<file path="config.mk">
export PLATFORM = sky130hd
export DESIGN_NAME = char_stream_matcher_flat
export DESIGN_NICKNAME = d
export VERILOG_FILES = /design/src/rtl/char_match_pkg.sv /design/src/rtl/char_stream_matcher_if.sv /design/src/rtl/char_match_window.sv /design/src/rtl/char_stream_matcher.sv /design/src/flat_wrapper.sv
export SDC_FILE = /design/constraint.sdc
export NUM_CORES = 1
export LEC_CHECK = 0
export BUFFER_PORTS_ARGS = -buffer_cell sky130_fd_sc_hd__buf_4
export CELL_PAD_IN_SITES_DETAIL_PLACEMENT = 1
export CELL_PAD_IN_SITES_GLOBAL_PLACEMENT = 1
export CORE_MARGIN = 3
export CORE_UTILIZATION = 51
export DETAILED_ROUTE_END_ITERATION = 7
export GPL_ROUTABILITY_DRIVEN = 0
export GPL_TIMING_DRIVEN = 0
export PLACE_DENSITY_LB_ADDON = 0.12
export SYNTH_ARGS = -nofsm -noshare
export SYNTH_HDL_FRONTEND = slang
export SYNTH_SLANG_ARGS = --single-unit
</file>
<file path="constraint.sdc">
create_clock -name clk -period 5.97 [get_ports clk]
set_input_delay 1.194 -clock clk [delete_from_list [all_inputs] [get_ports clk]]
set_output_delay 1.194 -clock clk [all_outputs]
set_load 0.1 [all_outputs]
</file>
<file path="src/rtl/char_match_pkg.sv">
// Shared types and defaults for the character stream matcher.
//   char_t          : one 8-bit stream character
//   MAXLEN_DEFAULT  : default maximum pattern length
//   CNTW_DEFAULT    : default width of the position and match counters
//   idx_t / len_t   : pattern slot index / pattern length at the default size
package char_match_pkg;
    localparam int MAXLEN_DEFAULT = 8;
    localparam int CNTW_DEFAULT   = 16;

    typedef logic [7:0] char_t;
    typedef logic [$clog2(MAXLEN_DEFAULT)-1:0]   idx_t;
    typedef logic [$clog2(MAXLEN_DEFAULT+1)-1:0] len_t;
endpackage

</file>
<file path="src/rtl/char_stream_matcher_if.sv">
// Bus bundle of the character stream matcher.
//   i_valid/i_ready/i_char          : character input handshake
//   cfg_we/cfg_idx/cfg_char/cfg_len : pattern programming port
//   o_valid/o_ready/o_pos           : match event handshake
//   o_count                         : saturating match count
// master = stream/config source and event sink, slave = the matcher.
interface char_stream_matcher_if #(
    parameter int MAXLEN = 8,
    parameter int CNTW   = 16
);
    import char_match_pkg::*;

    localparam int IW = $clog2(MAXLEN);
    localparam int LW = $clog2(MAXLEN + 1);

    logic            i_valid;
    logic            i_ready;
    char_t           i_char;
    logic            cfg_we;
    logic [IW-1:0]   cfg_idx;
    char_t           cfg_char;
    logic [LW-1:0]   cfg_len;
    logic            o_valid;
    logic            o_ready;
    logic [CNTW-1:0] o_pos;
    logic [CNTW-1:0] o_count;

    modport master (
        output i_valid, i_char, cfg_we, cfg_idx, cfg_char, cfg_len, o_ready,
        input  i_ready, o_valid, o_pos, o_count
    );

    modport slave (
        input  i_valid, i_char, cfg_we, cfg_idx, cfg_char, cfg_len, o_ready,
        output i_ready, o_valid, o_pos, o_count
    );
endinterface

</file>
<file path="src/rtl/char_match_window.sv">
// Sliding window of the most recent characters plus its fill count.
//   clk, rst : clock, async active-low reset
//   accept   : shift din into slot 0 this cycle
//   clear    : forget window contents (fill back to 0)
//   din      : incoming character
//   win_nxt  : window as it will be after this cycle (slot 0 = newest)
//   fill     : number of valid characters currently held (pre-shift)
module char_match_window
    import char_match_pkg::*;
#(
    parameter int MAXLEN = MAXLEN_DEFAULT
) (
    input  logic                             clk,
    input  logic                             rst,
    input  logic                             accept,
    input  logic                             clear,
    input  char_t                            din,
    output char_t [MAXLEN-1:0]               win_nxt,
    output logic  [$clog2(MAXLEN+1)-1:0]     fill
);
    localparam int FW = $clog2(MAXLEN + 1);

    char_t [MAXLEN-1:0] win;

    // Exposed combinationally so the comparator sees the character
    // being accepted in the same cycle.
    always_comb begin
        win_nxt = win;
        if (accept) win_nxt = {win[MAXLEN-2:0], din};
    end

    always_ff @(posedge clk or negedge rst) begin
        if (!rst) begin
            win  <= '0;
            fill <= '0;
        end else begin
            win <= win_nxt;
            if (clear)
                fill <= '0;
            else if (accept && fill != FW'(MAXLEN))
                fill <= fill + 1'b1;
        end
    end
endmodule

</file>
<file path="src/rtl/char_stream_matcher.sv">
// Streaming substring detector with overlapping-match reporting.
//   clk, rst : clock, async active-low reset
//   bus      : slave side of char_stream_matcher_if (input stream,
//              pattern config, match event output, match count)
// A match is checked on every accepted character against the last
// len characters; the event is registered one cycle later.
module char_stream_matcher
    import char_match_pkg::*;
#(
    parameter int MAXLEN = MAXLEN_DEFAULT,
    parameter int CNTW   = CNTW_DEFAULT
) (
    input  logic                  clk,
    input  logic                  rst,
    char_stream_matcher_if.slave  bus
);
    localparam int IW = $clog2(MAXLEN);
    localparam int LW = $clog2(MAXLEN + 1);

    char_t [MAXLEN-1:0] pat;
    char_t [MAXLEN-1:0] win_nxt;
    logic  [LW-1:0]     len;
    logic  [LW-1:0]     fill;
    logic  [CNTW-1:0]   pos;
    logic  [MAXLEN-1:0] lane_ok;
    logic               accept, enabled, fill_ok, hit;

    // A stalled event blocks the stream so no match can be lost.
    assign bus.i_ready = !bus.cfg_we && (!bus.o_valid || bus.o_ready);
    assign accept      = bus.i_valid && bus.i_ready;

    char_match_window #(.MAXLEN(MAXLEN)) u_win (
        .clk     (clk),
        .rst     (rst),
        .accept  (accept),
        .clear   (bus.cfg_we),
        .din     (bus.i_char),
        .win_nxt (win_nxt),
        .fill    (fill)
    );

    // Window slot k (k=0 newest) lines up with pattern slot len-1-k.
    // Slots at or beyond len are don't-care.
    for (genvar k = 0; k < MAXLEN; k++) begin : g_lane
        logic [IW-1:0] pidx;
        assign pidx       = IW'(len - LW'(k + 1));
        assign lane_ok[k] = (LW'(k) >= len) || (win_nxt[k] == pat[pidx]);
    end

    assign enabled = (len != '0) && (len <= LW'(MAXLEN));
    assign fill_ok = ({1'b0, fill} + 1'b1) >= {1'b0, len};
    assign hit     = accept && enabled && fill_ok && (&lane_ok);

    always_ff @(posedge clk or negedge rst) begin
        if (!rst) begin
            pat         <= '0;
            len         <= '0;
            pos         <= '0;
            bus.o_valid <= 1'b0;
            bus.o_pos   <= '0;
            bus.o_count <= '0;
        end else begin
            if (bus.cfg_we) begin
                pat[bus.cfg_idx] <= bus.cfg_char;
                len              <= bus.cfg_len;
            end
            if (accept) pos <= pos + 1'b1;
            // A new match overrides the handshake so back-to-back
            // events stay valid with the newer position.
            if (hit) begin
                bus.o_valid <= 1'b1;
                bus.o_pos   <= pos;
                if (bus.o_count != '1) bus.o_count <= bus.o_count + 1'b1;
            end else if (bus.o_ready) begin
                bus.o_valid <= 1'b0;
            end
        end
    end
endmodule

</file>
<file path="src/flat_wrapper.sv">
// flat-port wrapper written by rule: the top's interface ports become plain ports
module char_stream_matcher_flat import char_match_pkg::*;
#(
    parameter int MAXLEN = MAXLEN_DEFAULT,
    parameter int CNTW   = CNTW_DEFAULT
)
  (clk, rst, bus_i_valid, bus_i_char, bus_cfg_we, bus_cfg_idx, bus_cfg_char, bus_cfg_len, bus_o_ready, bus_i_ready, bus_o_valid, bus_o_pos, bus_o_count);
  char_stream_matcher_if #(.MAXLEN(MAXLEN), .CNTW(CNTW)) bus_i ();
  input  logic clk;
  input  logic rst;
  input wire logic [$bits(bus_i.i_valid)-1:0] bus_i_valid;
  input wire logic [$bits(bus_i.i_char)-1:0] bus_i_char;
  input wire logic [$bits(bus_i.cfg_we)-1:0] bus_cfg_we;
  input wire logic [$bits(bus_i.cfg_idx)-1:0] bus_cfg_idx;
  input wire logic [$bits(bus_i.cfg_char)-1:0] bus_cfg_char;
  input wire logic [$bits(bus_i.cfg_len)-1:0] bus_cfg_len;
  input wire logic [$bits(bus_i.o_ready)-1:0] bus_o_ready;
  output wire logic [$bits(bus_i.i_ready)-1:0] bus_i_ready;
  output wire logic [$bits(bus_i.o_valid)-1:0] bus_o_valid;
  output wire logic [$bits(bus_i.o_pos)-1:0] bus_o_pos;
  output wire logic [$bits(bus_i.o_count)-1:0] bus_o_count;
  assign bus_i.i_valid = bus_i_valid;
  assign bus_i.i_char = bus_i_char;
  assign bus_i.cfg_we = bus_cfg_we;
  assign bus_i.cfg_idx = bus_cfg_idx;
  assign bus_i.cfg_char = bus_cfg_char;
  assign bus_i.cfg_len = bus_cfg_len;
  assign bus_i.o_ready = bus_o_ready;
  assign bus_i_ready = bus_i.i_ready;
  assign bus_o_valid = bus_i.o_valid;
  assign bus_o_pos = bus_i.o_pos;
  assign bus_o_count = bus_i.o_count;
  char_stream_matcher #(.MAXLEN(MAXLEN), .CNTW(CNTW)) u_core (.clk(clk), .rst(rst), .bus(bus_i));
endmodule
</file>
==> results of run 1 <==
state kept, by name, indices dropped and copies added, names as in the netlist:
name and flops:
u_core.bus.o_count 16, u_core.bus.o_pos 16, u_core.bus.o_valid 1, u_core.len 4, u_core.pat 64, u_core.pos 16
u_core.u_win.fill 4, u_core.u_win.win 64
worst paths after layout:
path / start / endpoint
setup / recovery: u_core.len[1]$_DFFE_PN0P_ / u_core.bus.o_count[12]$_DFFE_PN0P_
hold / removal: u_core.pos[15]$_DFFE_PN0N_ / u_core.pos[15]$_DFFE_PN0N_
setup reg to reg: u_core.len[1]$_DFFE_PN0P_ / u_core.bus.o_count[12]$_DFFE_PN0P_
hold reg to reg: u_core.pos[15]$_DFFE_PN0N_ / u_core.pos[15]$_DFFE_PN0N_
max in group asynchronous: rst / u_core.pat[8]$_DFFE_PN0P_
min in group asynchronous: rst / u_core.bus.o_count[3]$_DFFE_PN0P_
kinds of logic after synthesis:
logic type                 after synthesis  synth area share (%)
adders and majority gates               14                 1.566
and+or+nand+nor                        184                 9.016
xor gates and xnor gates                96                 7.685
muxes                                  310                 33.93
AOI/OAI and AO/OA                       55                 3.669
buffers and inverters                   61                 2.752
DFF                                    185                 41.39
cell usage after synthesis (2+ instances only):
master	instances	share of area [%]
nand4_1	14	0.78
o21a_1	2	0.13
buf_6	3	0.30
nor2b_1	6	0.34
nor4b_2	2	0.27
o211ai_1	2	0.13
a211oi_1	2	0.13
buf_2	23	1.0
nand2b_1	7	0.39
buf_4	3	0.20
nand2_1	47	1.6
inv_1	11	0.37
nand4b_1	3	0.23
nor3b_1	4	0.27
inv_2	2	0.067
nand3_1	47	2.1
ha_1	14	1.6
o21ai_0	8	0.36
o22ai_1	7	0.39
and3_1	3	0.17
a21oi_1	4	0.18
mux2i_1	108	9.7
nor2_1	19	0.64
nor3_1	8	0.36
mux4_2	39	7.9
dfrtp_1	185	41
a2bb2o_1	2	0.18
mux2_2	161	16
mux2_1	2	0.20
a2bb2oi_1	2	0.16
xor2_1	33	2.6
clkbuf_1	15	0.50
xnor2_1	62	4.9
buf_1	3	0.10
a221oi_1	5	0.39
and4_1	3	0.23
nor4_2	5	0.56
a22oi_1	11	0.74
nor4b_1	2	0.16
nor4_1	6	0.34
cell type report:
| cell class | instances | area (um2) | area share, % |
|---|---|---|---|
| buffer | 47 | 260.3 | 2.062 |
| clock buffer | 19 | 452.9 | 3.588 |
| clock inverter | 12 | 132.6 | 1.051 |
| inverter | 13 | 48.80 | 0.3866 |
| multi-input combinational | 659 | 6285 | 49.79 |
| sequential | 185 | 4629 | 36.67 |
| tap | 275 | 344.1 | 2.726 |
| timing repair buffer | 59 | 470.5 | 3.727 |
critical path, stage by stage, from the launching register on:
cell and delay, ns:
dfrtp_1 0.41, buf_4 0.20, buf_6 0.19, buf_2 0.34
buf_2 0.38, inv_1 0.24, ha_1 0.33, buf_2 0.27
buf_2 0.34, buf_2 0.37, mux2i_1 0.32, a22oi_1 0.13
nand3_1 0.12, xnor2_1 0.07, nor4_1 0.59, nor4bb_2 0.42
nand3_2 0.25, buf_2 0.27, a311oi_1 0.29, a21oi_1 0.12
per-stage QoR:
stage | power [uW] | hold slack [ns] | std cells | util, % | instance area (um2)
6_report | 4713 | 0.4764 | 1269 | 59.30 | 12620
5_1_grt | 4936 | 0.5039 | 1269 | 59.30 | 12620
4_1_cts | 4703 | 0.4790 | 1270 | 59.17 | 12600
3_5_place_dp | 3527 | 0.4649 | 1239 | 56.42 | 12010
3_3_place_gp | 3448 | 0.4629 | 1238 | 56.21 | 11970
2_1_floorplan | 2972 | 0.4416 | 905 | - | 11190
power by group through the flow:
stage               clock network [uW]  logic, uW  registers (uW)
floorplan                            0       1270            1700
global placement                     0       1670            1780
detailed placement                   0       1710            1810
CTS                               1170       1730            1800
global route                      1220       1870            1840
finish                            1150       1750            1810
per-layer routing:
layer	global-route usage, %	part of all wire, %	up-vias
met5	0	0	-
met4	7.990	2.5	0
met3	3.912	4.6	54
met2	47.57	50	240
met1	35.49	43	4081
li1	-	-	3510
==> run_results.csv, run 1 <==
group,metric,value,unit
logic_synthesis,synthArstFlopShare,100.0,%
pwr,intPower,2974,uW
cts,hold_buffers,0,
cells_and_area,fillerInstances,2167,
logic_synthesis,syn_area,11190,um2
critical_path,cp.required,6.28,ns
detailed_routing,drtAntennaViolNets,0,
floorplan,die_x,154.1,um
cts,cts_tree,"built",
logic_synthesis,synth_cells,905,
pwr,p_leak,0.005529,uW
logic_synthesis,ys_warn_count,0,
floorplan,rows,53,
critical_path,startpoint_type,"flop",
place,place_ws,0.05465,ns
logic_synthesis,ys_ff_latch,185,
hold_path,hold_depth,1,
global_route,antenna_found_initial,0,
cts,cts_max_path_buffers,2,
sta,finalSetupViolCount,0,
floorplan,io_pins,62,
detailed_routing,wl_per_cell,25.17,um
detailed_routing,dr.pass1.iters,5,
detailed_routing,avgViaCountPerCell,6.214,
sta,finClkSkew,0.009070,ns
cells_and_area,layout_common_cells,"dfrtp_1, mux2_2, mux2i_1, xnor2_1, buf_4",
detailed_routing,drc_errors,0,
sta,fin_crit,5.822,ns
sta,grt_setup_unrepaired,"no",
place,hpwl,24.27,mm
cts,post_cts_resized,0,
cts,numCtsBuffers,17,
critical_path,worst-r2r-cell-count,19,
logic_synthesis,synth_ff_type,"dfrtp_1",
sta,finalHoldViolations,0,
cts,post_cts_buffers,0,
cells_and_area,final_common_cell,"dfrtp_1",
cts,cts_sinks,185,
critical_path,critPathMaxFanout,10,
logic_synthesis,yosysUniqueCellTypes,60,
sta,worst_slack,0.1478,ns
floorplan,die_area,23750,um2
global_route,grt_overflow,0,
global_route,grt_max_degree,106,
place,port_buffers,58,
sta,tightestPinTransition,1.261,ns
cells_and_area,layout-drive-gt1-share,34.71,%
critical_path,crit_type,"flop to flop",
logic_synthesis,syn_avg_cell_area,12.36,um2
sta,maxSlewViolCount,0,
pwr,power_switching,1739,uW
cells_and_area,syn2layout_area_growth,12.85,%
cts,clockRootBuffer,"clkbuf_16",
sta,fin_crit_sh,97.52,%
global_route,grt_pass1_wl,50.11,mm
cts,worstSkewPairLatency,0.43,ns
detailed_routing,wl,31.94,mm
floorplan,core_area,21290,um2
critical_path,arrival,6.13,ns
pwr,comb_power_share,37.1,%
global_route,grt_usage,27.28,%
job,cap_violations,0,
floorplan,initial_core_util,52.55,%
cts,clk_pin_slew,0.08,ns
pwr,switching_share,36.89,%
hold_path,min_path_type,"flop to flop",
sta,relSlewSlack,15.26,%
floorplan,dieHeight,154.1,um
pwr,pwr-share-clk,24.5,%
logic_synthesis,ys_seq_area_share,41.39,%
pwr,sequentialPowerShare,38.4,%
pwr,power_density,373.4,nW/um2
sta,max_clock_freq,0.1718,GHz
logic_synthesis,synth_edf_count,0,
critical_path,worstSetupEndpointType,"flop",
sta,tns,0,ns
critical_path,r2r_setup_slack,0.15,ns
global_route,grt_pass1_vias,8436,
pwr,irDropWorstVdd,211.3,uV
cts,cts_max_level,4,
run_status,outcome,"finished, final reports clean",
logic_synthesis,syn_nets,947,
cells_and_area,finalNetCount,1024,
detailed_routing,via_count,7885,
detailed_routing,drtIter0Drc,511,
cells_and_area,n_antenna_cell,0,
Note: power is estimated with default switching activity, not from simulation.
==> run 2: changes to the inputs <==
MAX_ROUTING_LAYER = met4   (was default)
==> run 2 against run 1 <==
Clock-buffer cell count unchanged. Non-clock buffer count unchanged. Sequential power about the same. Cell area unchanged. Power up 0.21%. Clock skew up 0.0014 ns. Clock power about the same. Register-to-register slack better by 0.04 ns. Largest power group unchanged.
==> run_results.csv, run 2 (same netlist as run 1, synthesis figures left out) <==
group,metric,value,unit
cts,cts_max_path_buffers,2,
global_route,grt_overflow,0,
place,port_buffers,58,
cts,worstSkewPairLatency,0.44,ns
sta,relSlewSlack,13.49,%
hold_path,hold_depth,1,
floorplan,core_area,21290,um2
critical_path,arrival,6.09,ns
critical_path,slowest_delay,0.57,ns
global_route,grt_pass1_vias,8437,
run_status,outcome,"finished, final reports clean",
floorplan,initial_core_util,52.55,%
cts,cts_max_level,4,
global_route,grt_max_degree,106,
cells_and_area,layoutNonFillerInstCount,1269,
cells_and_area,top_regs,"u_core.pat x64, u_core.u_win.win x64",
cts,clk_pin_slew,0.08,ns
floorplan,dieHeight,154.1,um
sta,finalHoldViolations,0,
critical_path,r2r-start,"u_core.len[1]$_DFFE_PN0P_",
floorplan,die_area,23750,um2
critical_path,cp.required,6.28,ns
hold_path,min_path_type,"flop to flop",
sta,fin_crit,5.779,ns
cells_and_area,layout-drive-gt1-share,34.71,%
detailed_routing,dr.pass1.iters,5,
global_route,grt_pass1_wl,50.25,mm
cts,cts_sinks,185,
critical_path,crit_top_cell,"buf_2",
cts,cts_tree,"built",
critical_path,crit_path_start,"u_core.len[1]$_DFFE_PN0P_",
floorplan,rows,53,
cts,post_cts_buffers,0,
detailed_routing,wl,32.02,mm
detailed_routing,wl_per_cell,25.24,um
critical_path,crit_chain,"buf_4 -> buf_6 -> buf_2 -> buf_2 -> inv_1 -> ha_1 -> buf_2 -> buf_2 -> clkbuf_4 -> mux2i_1 -> a22oi_1 -> nand3_1 -> xnor2_1 -> nor4_1 -> nor4bb_2 -> nand3_2 -> buf_2 -> a311oi_1 -> a21oi_1",
cells_and_area,final_common_cell,"dfrtp_1",
cells_and_area,finalNetCount,1024,
pwr,p_leak,0.005529,uW
cts,post_cts_resized,0,
floorplan,die_x,154.1,um
cts,clockRootBuffer,"clkbuf_16",
sta,finClkSkew,0.01047,ns
cts,numCtsBuffers,17,
place,dp_cells,1239,
sta,max_clock_freq,0.1730,GHz
sta,maxSlewViolCount,0,
job,cap_violations,0,
pwr,irDropWorstVdd,211.9,uV
sta,tns,0,ns
detailed_routing,avgViaCountPerCell,6.216,
detailed_routing,drtAntennaViolNets,0,
place,placed_cell_area,12010,um2
critical_path,r2r_setup_slack,0.19,ns
pwr,power_density,374.1,nW/um2
cells_and_area,layout_common_cells,"dfrtp_1, mux2_2, mux2i_1, xnor2_1, buf_4",
sta,fin_crit_sh,96.81,%
detailed_routing,drc_errors,0,
cts,hold_buffers,0,
sta,grt_setup_unrepaired,"no",
critical_path,worst-r2r-cell-count,19,
cells_and_area,syn2layout_area_growth,12.85,%
floorplan,io_pins,62,
sta,finalSetupViolCount,0,
global_route,antenna_found_initial,0,
critical_path,slowest_stage,"nor4_1",
cells_and_area,design_area,12620,um2
detailed_routing,drtIter0Drc,516,
sta,tightestPinTransition,1.288,ns
sta,fin_hold_ws,0.4763,ns
global_route,grt_usage,28.14,%
critical_path,startpoint_type,"flop",
critical_path,worstSetupEndpointType,"flop",
hold_path,hold_start,"u_core.pos[15]$_DFFE_PN0N_",
detailed_routing,via_count,7888,
critical_path,critPathMaxFanout,10,
place,hpwl,24.27,mm
critical_path,reg2reg_to,"u_core.bus.o_count[12]$_DFFE_PN0P_",
hold_path,hold_end,"u_core.pos[15]$_DFFE_PN0N_",
cells_and_area,n_antenna_cell,0,
critical_path,crit_type,"flop to flop",
==> run 2: cell counts in the layout (fill, tap and decap cells not counted) <==
Identical to the previous run, type by type.
==> run 2: worst max-delay path by stage <==
stage                                         end  slack (ns)  cells past startpoint
6_report       u_core.bus.o_count[12]$_DFFE_PN0P_        0.19                     19
3_5_place_dp   u_core.bus.o_count[12]$_DFFE_PN0P_        0.05                     18
3_3_place_gp   u_core.bus.o_count[14]$_DFFE_PN0P_        0.09                     18
2_1_floorplan   u_core.bus.o_count[1]$_DFFE_PN0P_        1.33                     17
4_1_cts        u_core.bus.o_count[14]$_DFFE_PN0P_        0.06                     18
5_1_grt        u_core.bus.o_count[14]$_DFFE_PN0P_        0.02                     19
==> run 2: where the power goes <==
group,total [uW],internal (uW),switching [uW]
Sequential,1810,1530,276
Clock,1160,610,551
Combinational,1750,830,921
Total,4720,2970,1750
==> run 2: cell type report <==
type / count / area [um2]
Fill cell: 2167 / 8663
Tap cell: 275 / 344.1
Buffer: 47 / 260.3
Inverter: 13 / 48.80
Timing Repair Buffer: 59 / 470.5
Clock inverter: 12 / 132.6
Clock buffer: 19 / 452.9
Multi-Input combinational cell: 659 / 6285
Sequential cell: 185 / 4629
==> run 2: per-layer routing <==
metal	GRT usage, %	up-vias	routed length, um
met1	35.77	4094	13790
li1	-	3513	-
met5	-	-	0
met4	8.032	0	799
met2	47.46	223	15960
met3	3.771	58	1479
==> run 2: critical path, delay by kind of cell, from the launching register on <==
kind	cells	cell delay [ns]
buf+inv	9	2.58
compound gates	3	0.53
xor+xnor	1	0.07
mux	1	0.35
fa+ha+maj	1	0.33
flops	1	0.41
simple gates	4	1.36
==> run 2: stage by stage <==
stage	setup slack [ns]	total power [uW]	utilization (%)
after floorplan	1.334	2972	-
after global placement	0.09331	3448	56.21
after detailed placement	0.05465	3527	56.42
after CTS	0.06032	4703	59.17
after global routing	0.02209	4939	59.30
final	0.1907	4723	59.30
